--- config.mk ---
export PLATFORM = sky130hd
export DESIGN_NAME = seg7_scan_driver
export DESIGN_NICKNAME = d
export VERILOG_FILES = /design/src/rtl/seg7_scan_driver.sv
export SDC_FILE = /design/constraint.sdc
export NUM_CORES = 1
export LEC_CHECK = 0
export CAP_MARGIN = 20
export CORE_ASPECT_RATIO = 0.7
export CORE_MARGIN = 2
export CORE_UTILIZATION = 45
export CTS_CLUSTER_SIZE = 16
export DETAILED_ROUTE_END_ITERATION = 7
export PLACE_DENSITY_LB_ADDON = 0.1
export SYNTH_ARGS = -nofsm -noshare
export SYNTH_HDL_FRONTEND = slang
export SYNTH_SLANG_ARGS = --single-unit
--- constraint.sdc ---
create_clock -name clk -period 2.08 [get_ports clk]
set_input_delay 0.416 -clock clk [delete_from_list [all_inputs] [get_ports clk]]
set_output_delay 0.416 -clock clk [all_outputs]
set_load 0.02 [all_outputs]
--- src/rtl/seg7_scan_driver.sv ---
// seg7_scan_driver: time-multiplexed N-digit common-anode 7-segment driver with dead time, blank and blink.
// Define SEG7_HEX_EN to decode codes 10-15 as A,b,C,d,E,F; otherwise those codes leave segments off.
module seg7_scan_driver #(
   parameter int NUM_DIGITS  = 4,
   parameter int SCAN_DIV    = 100000,
   parameter int DEAD_CYCLES = 1000,
   parameter int BLINK_DIV   = 25000000
) (
   input  logic                    clk,
   input  logic                    rst_n,
   input  logic [4*NUM_DIGITS-1:0] digits,
   input  logic [NUM_DIGITS-1:0]   dp,
   input  logic [NUM_DIGITS-1:0]   blank_mask,
   input  logic [NUM_DIGITS-1:0]   blink_mask,
   output logic [7:0]              seg,
   output logic [NUM_DIGITS-1:0]   an
);
   localparam int SW = $clog2(SCAN_DIV);
   localparam int IW = NUM_DIGITS > 1 ? $clog2(NUM_DIGITS) : 1;
   localparam int BW = BLINK_DIV > 1 ? $clog2(BLINK_DIV) : 1;
   localparam logic [SW-1:0] SCAN_LAST  = SW'(SCAN_DIV - 1);
   localparam logic [SW-1:0] DEAD       = SW'(DEAD_CYCLES);
   localparam logic [IW-1:0] IDX_LAST   = IW'(NUM_DIGITS - 1);
   localparam logic [BW-1:0] BLINK_LAST = BW'(BLINK_DIV - 1);
   logic [SW-1:0] scan_cnt;
   logic [IW-1:0] idx;
   logic [BW-1:0] blink_cnt;
   logic          blink_ph;
   logic [3:0]    code;
   logic [6:0]    dec;
   logic          dark;
   always_comb begin
      code = 4'(digits >> {idx, 2'b00});
      dark = blank_mask[idx] | (blink_mask[idx] & blink_ph) | (scan_cnt < DEAD);
      case (code)
         4'h0: dec = 7'h40;
         4'h1: dec = 7'h79;
         4'h2: dec = 7'h24;
         4'h3: dec = 7'h30;
         4'h4: dec = 7'h19;
         4'h5: dec = 7'h12;
         4'h6: dec = 7'h02;
         4'h7: dec = 7'h78;
         4'h8: dec = 7'h00;
         4'h9: dec = 7'h10;
`ifdef SEG7_HEX_EN
         4'hA: dec = 7'h08;
         4'hB: dec = 7'h03;
         4'hC: dec = 7'h46;
         4'hD: dec = 7'h21;
         4'hE: dec = 7'h06;
         4'hF: dec = 7'h0E;
`endif
         default: dec = 7'h7F;
      endcase
   end
   always_ff @(posedge clk) begin
      if (!rst_n) begin
         scan_cnt  <= '0;
         idx       <= '0;
         blink_cnt <= '0;
         blink_ph  <= 1'b0;
         seg       <= 8'hFF;
         an        <= '1;
      end else begin
         scan_cnt  <= scan_cnt == SCAN_LAST ? '0 : scan_cnt + 1'b1;
         if (scan_cnt == SCAN_LAST) idx <= idx == IDX_LAST ? '0 : idx + 1'b1;
         blink_cnt <= blink_cnt == BLINK_LAST ? '0 : blink_cnt + 1'b1;
         if (blink_cnt == BLINK_LAST) blink_ph <= ~blink_ph;
         seg       <= dark ? 8'hFF : {~dp[idx], dec};
         an        <= dark ? '1 : ~(NUM_DIGITS'(1) << idx);
      end
   end
endmodule

# ---- Word level (Yosys, flattened, before mapping)
# Memories as Yosys holds them, arrays and structs flattened. A register that Yosys moved wholly into a read port is not among the register bits.
# Cells that the tools add are included.
dict set report totals {
  regBits 57
  latchBits 0
  ram_bits 0
  mem_bits_ro 112
  input_bits 30
  out_inout_bits 12
  word_cells 34
  memories 1
}
dict set report classes {
  add_sub_neg 3
  mul 0
  n_div 0
  order_cmp 2
  n_eq_ne 3
  shift 2
  mux 7
  bitwise_logic 7
  n_reduce_logical 3
}
# memory depth word_bits rd rd_ports_with_merged_regs wr line_no
set memory_table {}
lappend memory_table {{(name not given)} 16 7 1 1 0 35} ;# case (code)
# op count
set ops {}
lappend ops {{$add A25 B1 Y25 const B} 1}
lappend ops {{$eq A25 B25 Y1 const B} 1}
lappend ops {{$add A17 B1 Y17 const B} 1}
lappend ops {{$eq A17 B17 Y1 const B} 1}
lappend ops {{$lt A17 B10 Y1 const B} 1}
lappend ops {{$shr A16 B4 Y4} 1}
lappend ops {{$bmux W1 S2} 3}
lappend ops {{$reduce_or A2 Y1} 3}
lappend ops {{$not A4 Y4} 1}
lappend ops {{$shl A1 B2 Y4 const A} 1}
lappend ops {{$lt A2 B3 Y1 const B} 1}
lappend ops {{$mux W1} 3}
lappend ops {{$not A1 Y1} 3}
lappend ops {{$add A2 B1 Y2 const B} 1}
lappend ops {{$eq A2 B2 Y1 const B} 1}
lappend ops {{$mux W2} 1}
lappend ops {{$or A1 B1 Y1} 2}
lappend ops {{$and A1 B1 Y1} 1}

# ---- Longest topological paths before layout
# Gate-level depths: netlist of run 1.
dict set report depth {
  word_depth 6
  depth_mapped 7
  mapped_depth_nobuf 6
}

# ---- Worst setup path after synthesis of run 1
# No wires, ideal clock.
dict set report synth_path {
  path_kind {reg2reg}
  startpoint {reg idx[0]}
  endpoint {reg seg[5]}
  arrival_ns 1.729
  required_time_ns 1.939
  setup_slack_ns 0.210
  stages_incl_launch_ff 7
  path_buffers 2
  period_less_slack_ns 1.870
  cell_sequence {dfxtp_1 > buf_2 > mux4_2 > nand2_1 > and4b_1 > clkbuf_1 > o211ai_1}
}
dict set report synth_between {
  elab_chain_len 6
  elab_cells_between_ends 9
  cone_classes {1 x shift; 4 x mux; 3 x bitwise; 1 x reduce/logical}
}
# element line_no
set synth_lines {}
lappend synth_lines {{from (decl)} 26} ;# logic [IW-1:0] idx;
lappend synth_lines {{from (signal assigned)} 67} ;# if (scan_cnt == SCAN_LAST) idx <= idx == IDX_LAST ? '0 : idx + 1'b1;
lappend synth_lines {{$bmux W1 S2} 34} ;# dark = blank_mask[idx] | (blink_mask[idx] & blink_ph) | (scan_cnt < DEAD);
lappend synth_lines {{$mux W1 (not written as such)} 34}
lappend synth_lines {{$and A1 B1 Y1} 34}
lappend synth_lines {{$or A1 B1 Y1 (2 in a row)} 34}
lappend synth_lines {{$reduce_or A2 Y1 (no line)} -}
lappend synth_lines {{to (decl)} 15} ;# output logic [7:0] seg,
# Several ways; a longest one is shown, not always the timed one. The select of a mux whose other input is x is not followed.
# A chain may end at the register's enable or synchronous reset.

# ---- Final worst setup path of run 1
dict set report layout_path {
  startpoint {reg blink_cnt[7]}
  endpoint {reg blink_cnt[19]}
}
dict set report layout_between {
  elab_chain_len 2
  elab_cells_between_ends 3
  cone_classes {1 x add/sub; 1 x eq/ne; 1 x reduce/logical}
}
# element line_no
set layout_lines {}
lappend layout_lines {{from (decl)} 27} ;# logic [BW-1:0] blink_cnt;
lappend layout_lines {{from (signal assigned)} 68} ;# blink_cnt <= blink_cnt == BLINK_LAST ? '0 : blink_cnt + 1'b1;
lappend layout_lines {{branches (longest 2 deep; another with $add A25 B1 Y25)} -}
# Several ways; the timed one is not identified.

==> results.py, run 1 <==
metrics = {
    "cells_and_area": {
        "final_common_cell": "dfxtp_1",
        "synthToLayoutAreaGrowth_pct": 26.7,
        "drive_above_1_share_pct": 10.9,
        "design_area_mm2": 0.00354,
        "fill_cells": 482,
        "antenna_cells": 0,
        "stdcell_count": 433,
        "mostFrequentLayoutCells": "dfxtp_1 (57), clkdlybuf4s50_1 (41), nor2_1 (28), nand2_1 (19)",
        "nets": 395,
    },
    "synth": {
        "syn_nets": 344,
        "synth_compound_area_share_pct": 10.4,
        "syn_avg_cell_area_um2": 9.21,
        "yosys-top-cells-area": "dfxtp_1 (41%), mux4_2 (5.6%), ha_1 (4.9%)",
        "synth_xor_area_share_pct": 6.90,
        "synth_mux_area_share_pct": 6.77,
        "synth_top_area_share_pct": 40.9,
        "synthesis.area_mm2": 0.00279,
        "seq_area_frac_synth_pct": 40.9,
        "synthAdderAreaFrac_pct": 4.93,
        "synth_area_leader_cell": "dfxtp_1",
        "synth-main-ff-cell": "dfxtp_1",
        "yosys_register_bits": 57,
        "synth-edff-count": 0,
        "synth_simple_gate_area_share_pct": 26.1,
        "synthDistinctLibCells": 42,
        "synthCells": 303,
        "postSynth.asyncResetShare_pct": 0,
        "yosys_warnings": 0,
        "synth_top_family_by_area": "simple AND/OR/NAND/NOR gates",
    },
    "sta": {
        "slew_violations": 0,
        "finClkSkew_ns": 0.00629,
        "rsz0062_at_grt": "no",
        "tightest_slew_ns": 0.452,
        "timing.fmax_mhz": 517,
        "slew_headroom_pct": 69.8,
        "fin_crit_sh_pct": 93.0,
        "hold_violations": 0,
        "finalSetupTns_ns": 0,
        "fin_crit_ns": 1.93,
        "setup_viol_count_final": 0,
    },
    "floorplan": {
        "dieArea_mm2": 0.00686,
        "ios": 42,
        "start_util_pct": 47.8,
        "core_area_mm2": 0.00584,
        "die_w_um": 98.1,
        "rows": 23,
        "die_y_um": 69.9,
    },
    "routing": {
        "ant_nets": 0,
        "initialDrtViolationCount": 120,
        "drc": 0,
        "wire_per_inst_um": 13.2,
        "drt-total-wl_um": 5710,
        "vias": 2308,
        "drt_pass1_iterations": 4,
        "vias_per_cell": 5.33,
    },
    "worst_setup_path": {
        "r2r-start": "blink_cnt[7]",
        "critPathLaunchType": "flip-flop",
        "r2r_setup_slack_ns": 0.15,
        "worst-setup-path-type": "flip-flop to flip-flop",
        "cp_data_arrival_time_ns": 2.21,
        "crit_start": "blink_cnt[7]",
        "end_kind": "flip-flop",
        "crit_end": "blink_cnt[19]",
        "r2r-end": "blink_cnt[19]",
        "critical_path.max_fanout": 11,
        "r2r_cells": 4,
        "cp.required_ns": 2.36,
    },
    "place": {
        "gp_routability_congestion": 0.819,
        "dpl_cell_area_mm2": 0.00336,
        "hpwl_um": 4170,
        "dpl.cell_count": 418,
        "placement.io_buffers": 41,
    },
    "pwr": {
        "ir_drop_mv": 0.464,
        "leakage_nw": 1.26,
        "p_per_area_mw_per_mm2": 626,
    },
    "global_route": {
        "grt_overflow": 0,
        "grt_usage_pct": 17.9,
        "antenna_found_initial": 0,
        "met3_usage_pct": 6.81,
        "grt_max_degree": 26,
        "grt_pass1_vias": 2113,
        "use_met2_pct": 25.6,
        "grt_use_met1_pct": 24.7,
        "busiest_layer": "met2",
        "grt_first_pass_wirelength_um": 9880,
    },
    "clock_tree": {
        "clockBufferDepth": 2,
        "cts_setup_buffers": 0,
        "numCtsBuffers": 9,
        "ctsResizeCount": 0,
        "clkLatencyLatePin_ns": 0.34,
        "clock_sinks": 57,
        "h-tree-depth": 3,
        "postCtsHoldBufs": 0,
        "clk_pin_slew_ns": 0.06,
        "cts_root_buf": "clkbuf_8",
        "cts_tree": "done",
    },
    "status": {
        "outcome": "complete, no violations",
    },
    "min_path": {
        "worst_hold_path_type": "flip-flop to flip-flop",
    },
    "job": {
        "drv_cap": 0,
    },
}
==> sequential cells by signal, summed over array words and instances, names as in the netlist <==
name,flops
blink_cnt,25
scan_cnt,17
idx,2
an,4
seg,8
blink_ph,1
==> worst min-delay path by stage <==
stage                 start      endpoint  cells after the start  slack (ns)
6_report       blink_cnt[0]  blink_cnt[0]                      1        0.47
4_1_cts        blink_cnt[0]  blink_cnt[0]                      1        0.47
5_1_grt        blink_cnt[0]  blink_cnt[0]                      1        0.49
2_1_floorplan  blink_cnt[0]  blink_cnt[0]                      1        0.43
3_5_place_dp   blink_cnt[0]  blink_cnt[0]                      1        0.45
3_3_place_gp   blink_cnt[0]  blink_cnt[0]                      1        0.45
==> final cells by class <==
type,instances,area (um^2),area share [%]
Clock buffer,11,131,3.71
Sequential cell,57,1140,32.3
Multi-Input combinational cell,221,1540,43.5
Clock inverter,4,45.0,1.27
Inverter,11,41.3,1.17
Timing Repair Buffer,54,546,15.4
Tap cell,75,93.8,2.65
==> cell families after synthesis <==
logic type | Yosys count
compound gates | 47
xor+xnor | 22
fa+ha+maj | 11
buf+inv | 25
flops | 57
mux | 10
simple gates | 131
==> layer usage <==
layer | share of wire (%) | vias up | routed length (um)
met4 | 1.7 | 0 | 95
met3 | 4.1 | 10 | 236
met5 | 0 | - | 0
met1 | 52 | 1061 | 2950
met2 | 42 | 37 | 2420
li1 | - | 1200 | -
==> where the power goes <==
| part | switching, W | internal, W |
|---|---|---|
| Combinational | 0.0000511 | 0.0000854 |
| Sequential | 0.0000112 | 0.00110 |
| Clock | 0.000426 | 0.000540 |
| Total | 0.000488 | 0.00173 |
==> synthesized netlist by cell type, drive strengths merged, types with 2 or more instances <==
master   n
clkbuf  10
nor2b    2
mux4     7
and4     5
ha      11
nand2   19
xnor2    9
o31ai   10
nor2    28
xor2    13
nand4   13
buf      4
inv     11
and3    10
mux2i    2
o21ai   13
or3     10
nor4     4
nand2b   2
and2     3
dfxtp   57
nand3   17
a21oi   17
or4     12
o211ai   3
==> worst max-delay path: stages, from the launching register on <==
cell,delay (ns)
dfxtp_1,0.41
and4_1,0.27
or4b_4,0.56
or4_1,0.48
a21oi_1,0.14
==> stage by stage <==
step / power [W] / worst slack, ns / hold WS, ns / utilization (%)
after global placement: 0.00127 / 0.0147 / 0.447 / 57.5
after floorplan: 0.00120 / 0.210 / 0.430 / -
after detailed placement: 0.00127 / -0.0559 / 0.454 / 57.5
final: 0.00222 / 0.146 / 0.466 / 60.5
after global routing: 0.00230 / 0.0560 / 0.488 / 60.5
after CTS: 0.00224 / 0.138 / 0.470 / 60.5
(Power assumes the default switching activity.)
==> run 2: changes to the inputs <==
--- a/config.mk
+++ b/config.mk
@@ -6,11 +6,12 @@
 export NUM_CORES = 1
 export LEC_CHECK = 0
 export CAP_MARGIN = 20
-export CORE_ASPECT_RATIO = 0.7
+export CORE_ASPECT_RATIO = 1.75
 export CORE_MARGIN = 2
 export CORE_UTILIZATION = 45
 export CTS_CLUSTER_SIZE = 16
 export DETAILED_ROUTE_END_ITERATION = 7
+export DONT_BUFFER_PORTS = 1
 export PLACE_DENSITY_LB_ADDON = 0.1
 export SYNTH_ARGS = -nofsm -noshare
 export SYNTH_HDL_FRONTEND = slang
==> results.py, run 2 (synthesis gave the netlist of run 1 again) <==
metrics = {
    "place": {
        "gp_routability_congestion": 0.788,
        "hpwl_um": 4450,
        "dpl.cell_count": 380,
        "dpl_cell_area_mm2": 0.00293,
        "placement.io_buffers": 0,
    },
    "sta": {
        "fin_crit_ns": 1.94,
        "slew_violations": 0,
        "tightest_slew_ns": 0.442,
        "timing.fmax_mhz": 514,
        "rsz0062_at_grt": "no",
        "slew_headroom_pct": 70.3,
        "fin_crit_sh_pct": 93.5,
        "finClkSkew_ns": 0.0108,
        "hold_ws_ns": 0.197,
        "finalSetupTns_ns": 0,
        "hold_violations": 0,
        "setup_viol_count_final": 0,
    },
    "clock_tree": {
        "clock_sinks": 57,
        "numCtsBuffers": 9,
        "cts_tree": "done",
        "clk_pin_slew_ns": 0.06,
        "clockBufferDepth": 2,
        "clkLatencyLatePin_ns": 0.34,
        "cts_setup_buffers": 0,
        "ctsResizeCount": 0,
        "h-tree-depth": 3,
        "cts_root_buf": "clkbuf_8",
        "postCtsHoldBufs": 0,
    },
    "cells_and_area": {
        "utilization_pct": 51.2,
        "fill_cells": 635,
        "stdcell_count": 396,
        "nets": 352,
        "design_area_mm2": 0.00312,
        "final_common_cell": "dfxtp_1",
        "drive_above_1_share_pct": 11.7,
        "antenna_cells": 0,
        "largest_reg_flops": 25,
        "synthToLayoutAreaGrowth_pct": 11.7,
        "mostFrequentLayoutCells": "dfxtp_1 (57), nor2_1 (28), nand2_1 (19), a21oi_1 (17), nand3_1 (17)",
        "reg_top3": "blink_cnt x25, scan_cnt x17, seg x8",
        "regMostFlops": "blink_cnt",
    },
    "routing": {
        "vias_per_cell": 5.61,
        "initialDrtViolationCount": 122,
        "drc": 0,
        "drt-total-wl_um": 5890,
        "wire_per_inst_um": 14.9,
        "ant_nets": 0,
        "vias": 2220,
        "drt_pass1_iterations": 4,
    },
    "worst_setup_path": {
        "cp_data_arrival_time_ns": 2.15,
        "cp.required_ns": 2.28,
        "r2r_cells": 7,
        "critical_path.max_fanout": 8,
        "end_kind": "flip-flop",
        "worst-setup-path-type": "flip-flop to flip-flop",
        "r2r_setup_slack_ns": 0.14,
        "crit_start": "idx[0]",
        "r2r-start": "idx[0]",
        "r2r-end": "seg[4]",
        "critPathLaunchType": "flip-flop",
        "crit_end": "seg[4]",
    },
    "pwr": {
        "combPwrFrac_pct": 3.7,
        "p_switching_w": 0.000475,
        "ir_drop_mv": 0.494,
        "p_per_area_mw_per_mm2": 704,
        "netSwitchingFraction_pct": 21.6,
        "intPower_w": 0.00172,
        "clkPwrFrac_pct": 45.7,
        "leakage_nw": 1.08,
        "p_seq_share_pct": 50.7,
    },
    "global_route": {
        "grt_usage_pct": 18.3,
        "grt_pass1_vias": 2165,
        "antenna_found_initial": 0,
        "grt_first_pass_wirelength_um": 9740,
        "grt_overflow": 0,
        "grt_max_degree": 26,
    },
    "floorplan": {
        "dieArea_mm2": 0.00687,
        "die_w_um": 63.5,
        "die_y_um": 108,
        "start_util_pct": 45.9,
        "ios": 42,
        "rows": 38,
        "core_area_mm2": 0.00609,
    },
    "status": {
        "outcome": "complete, no violations",
    },
    "job": {
        "drv_cap": 0,
    },
    "min_path": {
        "hold_start": "rst_n",
        "worst_hold_path_type": "primary input to flip-flop",
    },
}
-- run 2: cell count changes in the layout (fill, tap and decap cells not counted) --
cell             before  now
buf_12                3    2
buf_4                10    9
clkbuf_1              2    3
clkbuf_8              9   10
clkdlybuf4s50_1      41    0
clkinv_2              3    2
-- run 2: layout make-up --
class / count / area [um^2] / share of cell area, %
clock buffer: 13 / 149 / 4.78
clock inverter: 3 / 40.0 / 1.28
inverter: 11 / 41.3 / 1.32
multi-input combinational: 221 / 1540 / 49.4
sequential: 57 / 1140 / 36.6
tap: 80 / 100 / 3.21
timing repair buffer: 11 / 108 / 3.45
-- run 2: worst max-delay path: stages, from the launching register on --
cell and delay (ns):
dfxtp_1 0.42, buf_12 0.16, mux4_2 0.55, inv_1 0.13, ha_1 0.18, nor2b_1 0.05
a211oi_1 0.22, o21ai_0 0.10
-- run 2: through the flow --
step                      power [W]  setup slack (ns)
after floorplan             0.00120             0.210
after global placement      0.00122             0.191
after detailed placement    0.00122             0.171
after CTS                   0.00223             0.134
after global routing        0.00228            0.0262
final                       0.00220             0.136
-- run 2: metal layers --
layer	GRT usage (%)	vias to the layer above	wire, um
met4	10.4	0	133
met3	3.85	10	135
li1	-	1125	-
met5	0	-	0
met1	17.4	1055	2230
met2	35.5	30	3390
-- run 2: power groups by stage --
| stage | sequential, W | clock [W] | combinational, W |
|---|---|---|---|
| final | 0.00111 | 0.00100 | 0.0000806 |
| after global routing | 0.00111 | 0.00108 | 0.0000890 |
| after CTS | 0.00111 | 0.00104 | 0.0000809 |
| after detailed placement | 0.00114 | 0 | 0.0000804 |
| after global placement | 0.00114 | 0 | 0.0000799 |
| after floorplan | 0.00113 | 0 | 0.0000614 |
-- run 2: how the worst min path moves through the flow --
stage,cells past startpoint,end
floorplan,1,blink_cnt[0]
CTS,1,idx[0]
detailed placement,1,blink_cnt[0]
global route,1,idx[0]
finish,1,idx[0]
global placement,1,blink_cnt[0]
